File: config.mk
export PLATFORM = sky130hd
export DESIGN_NAME = t08_touch_event_fifo
export DESIGN_NICKNAME = d
export VERILOG_FILES = /design/src/rtl/t08_touch_event_fifo.sv
export SDC_FILE = /design/constraint.sdc
export NUM_CORES = 1
export LEC_CHECK = 0
export ABC_AREA = 1
export CAP_MARGIN = 20
export CELL_PAD_IN_SITES_DETAIL_PLACEMENT = 1
export CELL_PAD_IN_SITES_GLOBAL_PLACEMENT = 1
export CORE_ASPECT_RATIO = 1.4
export CORE_UTILIZATION = 30
export DETAILED_ROUTE_END_ITERATION = 8
export MAX_ROUTING_LAYER = met4
export PLACE_DENSITY = 0.61
export SLEW_MARGIN = 30
export SYNTH_ARGS = -nofsm -noshare
export SYNTH_HDL_FRONTEND = slang
export SYNTH_SLANG_ARGS = --single-unit
File: constraint.sdc
create_clock -name clk -period 4.65 [get_ports clk]
set_input_delay 0.93 -clock clk [delete_from_list [all_inputs] [get_ports clk]]
set_output_delay 0.93 -clock clk [all_outputs]
set_load 0.005 [all_outputs]
File: src/rtl/t08_touch_event_fifo.sv
// t08_touch_event_fifo: queues touch coordinate samples between the I2C controller and MMIO.
// Show-ahead read port, sticky overflow, saturating drop counter, optional duplicate suppression.
module t08_touch_event_fifo #(
    parameter int DEPTH  = 8,
    parameter int CNT_W  = $clog2(DEPTH + 1),
    parameter int DROP_W = 8
) (
    input  logic              clk,
    input  logic              rst,
    input  logic              push_i,
    input  logic [31:0]       push_data_i,
    input  logic              dedup_en_i,
    input  logic              pop_i,
    output logic [31:0]       pop_data_o,
    output logic              valid_o,
    output logic              full_o,
    output logic [CNT_W-1:0]  count_o,
    output logic              overflow_o,
    output logic [DROP_W-1:0] drop_count_o,
    input  logic              ovf_clear_i
);
    localparam int PTR_W = $clog2(DEPTH);

    logic [31:0]       mem_q [DEPTH];
    logic [PTR_W-1:0]  wr_ptr_q, wr_ptr_d, rd_ptr_q, rd_ptr_d;
    logic [CNT_W-1:0]  count_q, count_d;
    logic              ovf_q, ovf_d, last_vld_q, last_vld_d;
    logic [DROP_W-1:0] drop_q, drop_d;
    logic [31:0]       last_q, last_d;
    logic              full, do_pop, dup, do_drop, do_push;

    assign full    = count_q == CNT_W'(DEPTH);
    assign do_pop  = pop_i && count_q != '0;
    assign dup     = dedup_en_i && last_vld_q && push_data_i == last_q;
    // A pop in the same cycle frees the slot, so a full FIFO still accepts
    assign do_drop = push_i && !dup && full && !do_pop;
    assign do_push = push_i && !dup && !do_drop;

    always_comb begin
        wr_ptr_d   = do_push ? wr_ptr_q + PTR_W'(1) : wr_ptr_q;
        rd_ptr_d   = do_pop ? rd_ptr_q + PTR_W'(1) : rd_ptr_q;
        count_d    = count_q + CNT_W'(do_push) - CNT_W'(do_pop);
        last_d     = do_push ? push_data_i : last_q;
        last_vld_d = last_vld_q || do_push;
        ovf_d      = do_drop ? 1'b1 : (ovf_clear_i ? 1'b0 : ovf_q);
        drop_d     = do_drop ? (ovf_clear_i ? DROP_W'(1) : (&drop_q ? drop_q : drop_q + DROP_W'(1)))
                             : (ovf_clear_i ? '0 : drop_q);
    end

    always_ff @(posedge clk) begin
        if (rst) begin
            wr_ptr_q   <= '0;
            rd_ptr_q   <= '0;
            count_q    <= '0;
            ovf_q      <= 1'b0;
            drop_q     <= '0;
            last_q     <= '0;
            last_vld_q <= 1'b0;
        end else begin
            wr_ptr_q   <= wr_ptr_d;
            rd_ptr_q   <= rd_ptr_d;
            count_q    <= count_d;
            ovf_q      <= ovf_d;
            drop_q     <= drop_d;
            last_q     <= last_d;
            last_vld_q <= last_vld_d;
        end
    end

    always_ff @(posedge clk) begin
        if (do_push && !rst) mem_q[wr_ptr_q] <= push_data_i;
    end

    assign pop_data_o   = count_q != '0 ? mem_q[rd_ptr_q] : 32'h0;
    assign valid_o      = count_q != '0;
    assign full_o       = full;
    assign count_o      = count_q;
    assign overflow_o   = ovf_q;
    assign drop_count_o = drop_q;
endmodule
==> summary.md, run 1 <==
| Metric | Value |
|---|---|
| Core Area | roughly 42000 µm² |
| Max Clock Freq | between 0.2 and 0.25 GHz |
| Worst EP required | roughly 3.7 ns |
| Pwr dens | ~530 nW/µm² |
| Sw frac | 0.312 |
| Max Cap Viol | 0 |
| Remaining antenna violation count | 0 |
| Startpoint Class | flop |
| Synth cell types | 36 |
| Final HPWL DP | about 21000 µm |
| GR Util met1 | 0.197 |
| Mux share of post-synthesis cell area | 0 |
| Post-CTS sizing | 0 |
| Vias/cell | about 4.9 |
| Commonest cells in the netlist | 256 x edfxtp_1, 231 x nor2_1, 180 x o21ai_0 |
| Clock Latency Late Sink | ~0.56 ns |
| Drt wl/cell | between 15 and 20 µm |
| Slew headroom | 0.415 |
| Fillers | between 4000 and 5000 |
| CTS buffer count | 31 |
| Layout Nets | between 1000 and 1500 |
| Total GRT Usage | 0.167 |
| Yosys warning count | 0 |
| Grt met2 use | 0.295 |
| Placed insts | 1736 |
| Num Clock Sinks | about 310 |
| Placer Congestion | approximately 0.73 |
| Xor/xnor share of the synthesized area | 0.0123 |
| Die height | about 250 µm |
| Worst setup margin | between 0.4 and 0.5 ns |
| Mean cell area of the mapped netlist | between 10 and 15 µm² |
| TritonRoute pass-1 iters | 4 |
| Synth top area cells | edfxtp_1 60%, dfxtp_1 8.6%, o21ai_0 7.0% |
| Setup Buffers After CTS | 0 |
| Number of synthesized flops with an enable pin | ~260 |
| Gr busiest metal | met2 |
| Cells after Synth | between 1000 and 1500 |
| Hold Crit Class | reg2reg |
| Fin crit period | roughly 4.2 ns |
| Top-level port count | 85 |
| Least-Margin Pin Slew | slightly below 0.9 ns |
| Layout cell share with drive strength beyond 1 | 0.109 |
| P_sw | between 0.002 and 0.003 W |
| Clock power frac | 0.312 |
| Seq/Total Area, Yosys | 0.686 |
| Row cnt | 89 |
| Share of synthesized registers carrying an async set or reset | 0 |
| WP data arrival | 3.29 ns |
| Vias in the first global route | approximately 9300 |
| Main combinational cell family by area after synthesis | compound AO/OA/AOI/OAI gates |
| RSZ-0062 raised after global routing | false |
| Yosys top cell area share | 0.600 |
| Synthesized area | 12800 µm² |
| Hold Buf Count CTS | 0 |
| Final setup TNS | 0 ns |
| Syn nets | 1184 |
| M3 GR Usage | 0.0215 |
| Synth Flop Type | edfxtp_1 |
| Worst Setup End Kind | output pin |
| Initial Util | 0.304 |
| Pre-CTS setup slack | roughly 0.79 ns |
| First-pass GRT wire length | between 50000 and 60000 µm |
| Die area | 43500 µm² |
| VDD IR max | 269 µV |
| Post-Synth Simple-Gate Area | 0.120 |
| P_leak | about 5.3 nW |
| Status | finished, final reports clean |
| CP Class | reg2out |
| Non-Filler Instances | 1794 |
| Final Skew | about 0.011 ns |
| Final Hold Fails | 0 |
| Flop pwr share | 0.397 |
| Pint | roughly 0.0056 W |
| Antenna violations before repair | 1 |
| Synth Area in Compound Gates | 0.129 |
| Final setup viols | 0 |
| Most common cell in the netlist | edfxtp_1 |
| Post-route clock period utilization | 0.907 |
| Yosys reg bits | 311 |
| Leading area contributor after synthesis | edfxtp_1 |
| Pin count of the biggest net entering global routing | 69 |
| Initial DRC Count | around 510 |
| Synth Area in Adders | 0.00938 |
| Routed via count | between 8000 and 9000 |
| Post-Route WL | around 35000 µm |
| Root buffer cell | clkbuf_16 |
| CTS HTree Levels | 1 |
| DRC Markers | 0 |
| TritonCTS clock tree | done |
| Gate power share | 0.290 |
| CTS Buffer Depth | 3 |
| Die span in x | between 150 and 200 µm |
| Grt ovf | 0 |
| Clock transition at path regs | about 0.06 ns |
| Port bufs | 84 |
| Pins Over Slew Limit | 0 |
| CP Max Fanout | between 60 and 70 |
| Area grow syn2layout | 20.5% |
[critical path, cell delays in order, from the launching register on]
cell             delay, ns
dfxtp_2               0.34
buf_4                 0.70
o21ai_0               0.24
o22ai_1               0.22
o21ai_0               0.10
a31oi_1               0.50
clkdlybuf4s50_1       0.62
[path summary, 6_finish.rpt]
| kind | startpoint | end | slack [ns] | cells past startpoint |
|---|---|---|---|---|
| hold / removal | last_q[31] | last_q[31] | 0.46 | 2 |
| setup reg to reg | count_o[2] | mem_q[2][21] | 1.61 | 11 |
| setup / recovery | flop | pop_data_o[24] | 0.43 | 6 |
| hold reg to reg | last_q[31] | last_q[31] | 0.46 | 2 |
[per-stage QoR]
| step | power, W | hold slack [ns] | utilization | cell area (µm²) |
|---|---|---|---|---|
| final | 0.00820 | 0.457 | 0.367 | 15400 |
| after global routing | 0.00864 | 0.484 | 0.367 | 15400 |
| after CTS | 0.00832 | 0.461 | 0.367 | 15400 |
| after detailed placement | 0.00574 | 0.450 | 0.342 | 14400 |
| after global placement | 0.00569 | 0.449 | 0.342 | 14400 |
| after floorplan | 0.00457 | 0.433 | - | 12800 |
[cell usage in the layout (no fill, tap or decap), types with 10 or more instances in the layout]
| cell type | instances |
|---|---|
| dfxtp_1 | 53 |
| nand2_1 | 92 |
| buf_4 | 27 |
| nor2_1 | 227 |
| o22ai_1 | 33 |
| nand2_2 | 16 |
| a31oi_1 | 32 |
| edfxtp_1 | 256 |
| a21oi_2 | 20 |
| clkdlybuf4s50_1 | 84 |
| inv_1 | 57 |
| xnor2_1 | 10 |
| o21ai_0 | 180 |
| clkbuf_16 | 31 |
| nand3_1 | 14 |
| a21oi_1 | 25 |
[metal layers]
metal | wire [µm] | share of wire
met4 | 768 | 0.022
met3 | 1430 | 0.041
met5 | 0 | 0
met1 | 14900 | 0.43
met2 | 17900 | 0.51
[area by class of cell]
type	instances	area [µm²]	share of cell area
multi-input cells	697	3510	0.228
diodes	1	2.50	0.000162
clock buffers	40	820	0.0531
clock inverters	17	211	0.0137
well taps	546	683	0.0443
flip-flops and latches	311	8790	0.570
inverters	65	246	0.0160
repair buffers	117	1160	0.0754
[power by group through the flow]
stage	clock (W)	combinational (W)	sequential (W)
2_1_floorplan	0	0.00129	0.00328
3_3_place_gp	0	0.00237	0.00331
3_5_place_dp	0	0.00242	0.00332
4_1_cts	0.00262	0.00243	0.00326
5_1_grt	0.00272	0.00264	0.00328
6_report	0.00256	0.00238	0.00326
[sequential cells by signal (all words and copies together), names as in the netlist, named ones only]
| register | flops |
|---|---|
| mem_q | 256 |
| last_q | 32 |
| drop_count_o | 8 |
| count_o | 4 |
| rd_ptr_q | 3 |
| wr_ptr_q | 3 |
| last_vld_q | 1 |
| overflow_o | 1 |
[logic make-up (layout without fill, tap and decap cells)]
| kind of cell | after synthesis | count (layout) |
|---|---|---|
| compound gates | 298 | 298 |
| buf+inv | 129 | 239 |
| flops | 311 | 311 |
| xor+xnor | 18 | 18 |
| other cells | 0 | 1 |
| fa+ha+maj | 9 | 9 |
| simple gates | 372 | 372 |
Power figures use the tool's default switching activity.
==> run 2, diff against run 1 <==
Settings changed: PLACE_DENSITY 0.61 to unset, PLACE_DENSITY_LB_ADDON set to 0.1.
==> summary.md, run 2 (synthesized netlist as in run 1, its figures left out) <==
| Metric | Value |
|---|---|
| Status | finished, final reports clean |
| Core Area | 42100 µm² |
| WP data arrival | just over 3 ns |
| RSZ-0062 raised after global routing | false |
| Initial Util | 0.304 |
| P_leak | 5.36 nW |
| Post-route clock period utilization | 0.865 |
| Slew headroom | 0.400 |
| Flop pwr share | 0.390 |
| CP Max Fanout | 44 |
| Commonest non-fill, non-tap cell in the layout | edfxtp_1 |
| Layout Nets | 1282 |
| DP Area | 14500 µm² |
| TritonCTS clock tree | done |
| Grt ovf | 0 |
| CP Class | reg2out |
| Die height | roughly 250 µm |
| Hold path endpoint | last_q[25] |
| Max Clock Freq | roughly 0.25 GHz |
| Gate power share | 0.287 |
| Clock Latency Late Sink | 0.52 ns |
| Antenna violations before repair | 0 |
| Vias in the first global route | 9221 |
| Routed via count | slightly below 9000 |
| Final Hold Fails | 0 |
| Pint | about 0.0057 W |
| CTS buffer count | 35 |
| Cells on worst reg2reg path | 12 |
| Setup Buffers After CTS | 0 |
| Max Cap Viol | 0 |
| Die span in x | approximately 180 µm |
| Hold path depth | 2 |
| Post-route cell area | around 16000 µm² |
| Pwr dens | 533 nW/µm² |
| Final setup viols | 0 |
| Diode count | 0 |
| CTS HTree Levels | 2 |
| Num Clock Sinks | between 300 and 400 |
| Largest Register | mem_q |
| Register area | roughly 8800 µm² |
| Layout cell share with drive strength beyond 1 | 0.120 |
| M3 GR Usage | 0.0242 |
| VDD IR max | between 200 and 250 µV |
| Grt met2 use | 0.299 |
| Sw frac | 0.311 |
| TritonRoute pass-1 iters | 4 |
| Least-Margin Pin Slew | about 0.9 ns |
| First-pass GRT wire length | roughly 54000 µm |
| Final setup TNS | 0 ns |
| Hold path start | last_q[25] |
| Total GRT Usage | 0.171 |
| Vias/cell | 4.83 |
| WHS | between 0.4 and 0.5 ns |
| Worst EP required | roughly 3.7 ns |
| Gr busiest metal | met2 |
| Hold Crit Class | reg2reg |
| Pin count of the biggest net entering global routing | roughly 130 |
| DRC Markers | 0 |
| GR Util met1 | 0.204 |
| R2r setup slk | roughly 1.5 ns |
| Post-Route WL | between 30000 and 40000 µm |
| P_sw | 0.00258 W |
| Top-level port count | 85 |
| Reg2reg start | count_o[2] |
| Max FFs per register | ~260 |
| CTS Buffer Depth | 3 |
| PnR Total Power | 0.00831 W |
| Final HPWL DP | about 21000 µm |
| Startpoint Class | flop |
| Most frequent cells in the layout | 256 x edfxtp_1, 227 x nor2_1, 180 x o21ai_0 |
| Multi-input logic area | between 3000 and 4000 µm² |
| Post-CTS sizing | 0 |
| Root buffer cell | clkbuf_16 |
| Hold Buf Count CTS | 0 |
| Pins Over Slew Limit | 0 |
| Row cnt | 89 |
| Worst Setup End Kind | output pin |
| Remaining antenna violation count | 0 |
| Placer Congestion | 0.724 |
| Fin crit period | 4.02 ns |
| Port bufs | 84 |
| Fillers | about 4600 |
| Drt wl/cell | slightly below 20 µm |
| Clock transition at path regs | around 0.06 ns |
| Clock power frac | 0.322 |
| FF-to-FF End | mem_q[2][30] |
| Die area | ~44000 µm² |
| Area grow syn2layout | 21.7% |
| Initial DRC Count | 411 |
| Final Skew | around 0.017 ns |
run 2: changes by cell type in the layout (fill, tap and decap cells not counted), moves of 2 or more:
cell       previous run  this run
buf_4                27        34
clkbuf_16            31        37
clkinv_2              5         7
bufinv_16             5         1
clkbuf_1              8         6
clkbuf_8              1         5
run 2: area by class of cell:
type                    count  area share
flip-flops and latches    311       0.564
multi-input cells         697       0.226
repair buffers            125      0.0793
clock buffers              48      0.0653
well taps                 546      0.0438
inverters                  65      0.0157
clock inverters            15     0.00602
run 2: worst max path at each step:
stage,from,to,depth (start not counted)
floorplan,push_data_i[29],mem_q[3][0],14
global placement,push_data_i[3],mem_q[2][22],12
detailed placement,push_data_i[19],mem_q[2][24],13
CTS,flop,pop_data_o[2],7
global route,flop,pop_data_o[2],7
finish,flop,pop_data_o[2],7
run 2: power by group through the flow:
stage,logic (W),clock network (W),registers (W)
after floorplan,0.00129,0,0.00328
final,0.00239,0.00268,0.00324
after global routing,0.00268,0.00286,0.00325
after CTS,0.00247,0.00277,0.00324
after detailed placement,0.00246,0,0.00330
after global placement,0.00245,0,0.00330
run 2: stage by stage:
stage / setup slack [ns] / cells / util
floorplan: 0.192 / 1137 / -
global placement: 0.543 / 1744 / 0.344
detailed placement: 0.498 / 1744 / 0.344
CTS: 0.473 / 1807 / 0.370
global route: 0.392 / 1807 / 0.370
finish: 0.629 / 1807 / 0.370
run 2: critical path, cell delays in order, from the launching register on:
cell and delay, ns:
dfxtp_2 0.35, buf_4 0.51, buf_4 0.40, o21ai_0 0.14, o22ai_1 0.16, o21ai_0 0.09, a31oi_1 0.35, clkdlybuf4s50_1 0.57
run 2: metal layers:
layer | part of all wire | vias up
li1 | - | 4200
met1 | 0.43 | 4359
met2 | 0.52 | 123
met3 | 0.035 | 49
met4 | 0.019 | 0
met5 | 0 | -
==> run 3, diff against run 2 <==
Settings changed: CAP_MARGIN 20 to 40, SKIP_CTS_REPAIR_TIMING set to 1.
==> summary.md, run 3 (synthesized netlist as in run 1, its figures left out) <==
| Metric | Value |
|---|---|
| Initial Util | 0.304 |
| TritonRoute pass-1 iters | 4 |
| Clock transition at path regs | around 0.060 ns |
| Final HPWL DP | ~21000 µm |
| Slew headroom | 0.518 |
| FF-to-FF End | mem_q[3][13] |
| Largest Register | mem_q |
| Fin crit period | about 4.0 ns |
| Drt wl/cell | just under 20 µm |
| DRC Markers | 0 |
| Most frequent cells in the layout | 256 x edfxtp_1, 227 x nor2_1, 180 x o21ai_0 |
| Final Hold Fails | 0 |
| CTS Buffer Depth | 3 |
| Placed insts | approximately 1700 |
| Crit path to | pop_data_o[2] |
| Final setup viols | 0 |
| Worst Setup End Kind | output pin |
| Pre-CTS setup slack | just over 0.5 ns |
| Status | finished, final reports clean |
| Post-Route WL | 35200 µm |
| Startpoint Class | flop |
| Post-route clock period utilization | 0.853 |
| Worst setup margin | 0.686 ns |
| TritonCTS clock tree | done |
| P_leak | between 5 and 6 nW |
| Die span in x | 177 µm |
| Metal3 WL | slightly below 1000 µm |
| Core Area | around 42000 µm² |
| Routed via count | 8694 |
| Max Clock Freq | approximately 0.25 GHz |
| Row cnt | 89 |
| Vias/cell | between 4 and 5 |
| Top Metal Used | met4 |
| Pwr dens | 528 nW/µm² |
| Metal2 WL | 18200 µm |
| Initial DRC Count | approximately 420 |
| Num Clock Sinks | just over 300 |
| Final setup TNS | 0 ns |
| CTS buffer count | 34 |
| Clock Latency Late Sink | around 0.51 ns |
| WP data arrival | just over 3 ns |
| Port bufs | 84 |
| VDD IR max | around 220 µV |
| DP Area | 14500 µm² |
| Total GRT Usage | 0.170 |
| Hold Crit Class | reg2reg |
| CP Class | reg2out |
| Non-Filler Instances | approximately 1800 |
| Layout cell share with drive strength beyond 1 | 0.115 |
| Hold path depth | 1 |
| Layout Nets | between 1000 and 1500 |
| Die area | 43500 µm² |
| Antenna violations before repair | 0 |
| Area grow syn2layout | 21.5% |
| Pins Over Slew Limit | 0 |
| Die height | 246 µm |
| Commonest non-fill, non-tap cell in the layout | edfxtp_1 |
| CTS HTree Levels | 2 |
| Remaining antenna violation count | 0 |
| Cells on worst reg2reg path | 12 |
| CP Max Fanout | 44 |
| RSZ-0062 raised after global routing | false |
| M1 WL | between 15000 and 20000 µm |
| Placer Congestion | slightly above 0.7 |
| Pin count of the biggest net entering global routing | about 130 |
| Final Skew | 0.00574 ns |
| Reg2reg start | count_o[2] |
| R2r setup slk | roughly 1.5 ns |
| First-pass GRT wire length | 54300 µm |
| Max Cap Viol | 0 |
| Max FFs per register | around 260 |
| Diode count | 0 |
| Least-Margin Pin Slew | 0.724 ns |
| Root buffer cell | clkbuf_16 |
| Worst EP required | 3.72 ns |
| Grt ovf | 0 |
| Vias in the first global route | between 9000 and 10000 |
| Top-level port count | 85 |
| Post-route cell area | about 16000 µm² |
==> run 3: changes by cell type in the layout (fill, tap and decap cells not counted) <==
| cell | delta |
|---|---|
| buf_16 | +1 |
| bufinv_16 | -1 |
| clkbuf_1 | +2 |
| clkbuf_8 | -1 |
| clkinv_1 | +4 |
| clkinv_2 | -4 |
| clkinvlp_4 | -1 |
==> run 3: routing by layer <==
metal | vias up | global-route usage
li1 | 4189 | -
met1 | 4354 | 0.204
met2 | 115 | 0.296
met3 | 36 | 0.0236
met4 | 0 | 0.0472
met5 | - | -
==> run 3: worst max-delay path, cell delays in order, from the launching register on <==
cell and delay (ns):
dfxtp_2 0.34, buf_4 0.49, buf_4 0.40, o21ai_0 0.14, o22ai_1 0.16, o21ai_0 0.09, a31oi_1 0.32, clkdlybuf4s50_1 0.58
==> run 3: area by class of cell <==
class | instances | area (µm²)
sequential | 311 | 8790
multi-input combinational | 697 | 3510
clock buffer | 49 | 1010
clock inverter | 13 | 51.3
timing repair buffer | 126 | 1260
tap | 546 | 683
fill | 4572 | 26500
inverter | 65 | 245
==> run 3: worst min path at each step <==
stage	startpoint	to	slack, ns
final	last_vld_q	last_vld_q	0.47
after global routing	last_q[25]	last_q[25]	0.48
after CTS	last_q[25]	last_q[25]	0.47
after detailed placement	last_vld_q	last_vld_q	0.46
after global placement	last_q[31]	last_q[31]	0.45
after floorplan	rd_ptr_q[2]	flop	0.43
==> run 3: power breakdown <==
group | total, W | switching [W] | internal [W]
clock | 0.00260 | 0.00109 | 0.00151
sequential | 0.00324 | 0.0000722 | 0.00317
combinational | 0.00239 | 0.00141 | 0.000976
==> run 3: metrics by stage <==
step / util / total power (W) / hold WS, ns
after floorplan: - / 0.00457 / 0.433
after global placement: 0.344 / 0.00574 / 0.449
after detailed placement: 0.344 / 0.00576 / 0.455
after CTS: 0.370 / 0.00840 / 0.469
after global routing: 0.370 / 0.00870 / 0.481
final: 0.370 / 0.00822 / 0.465
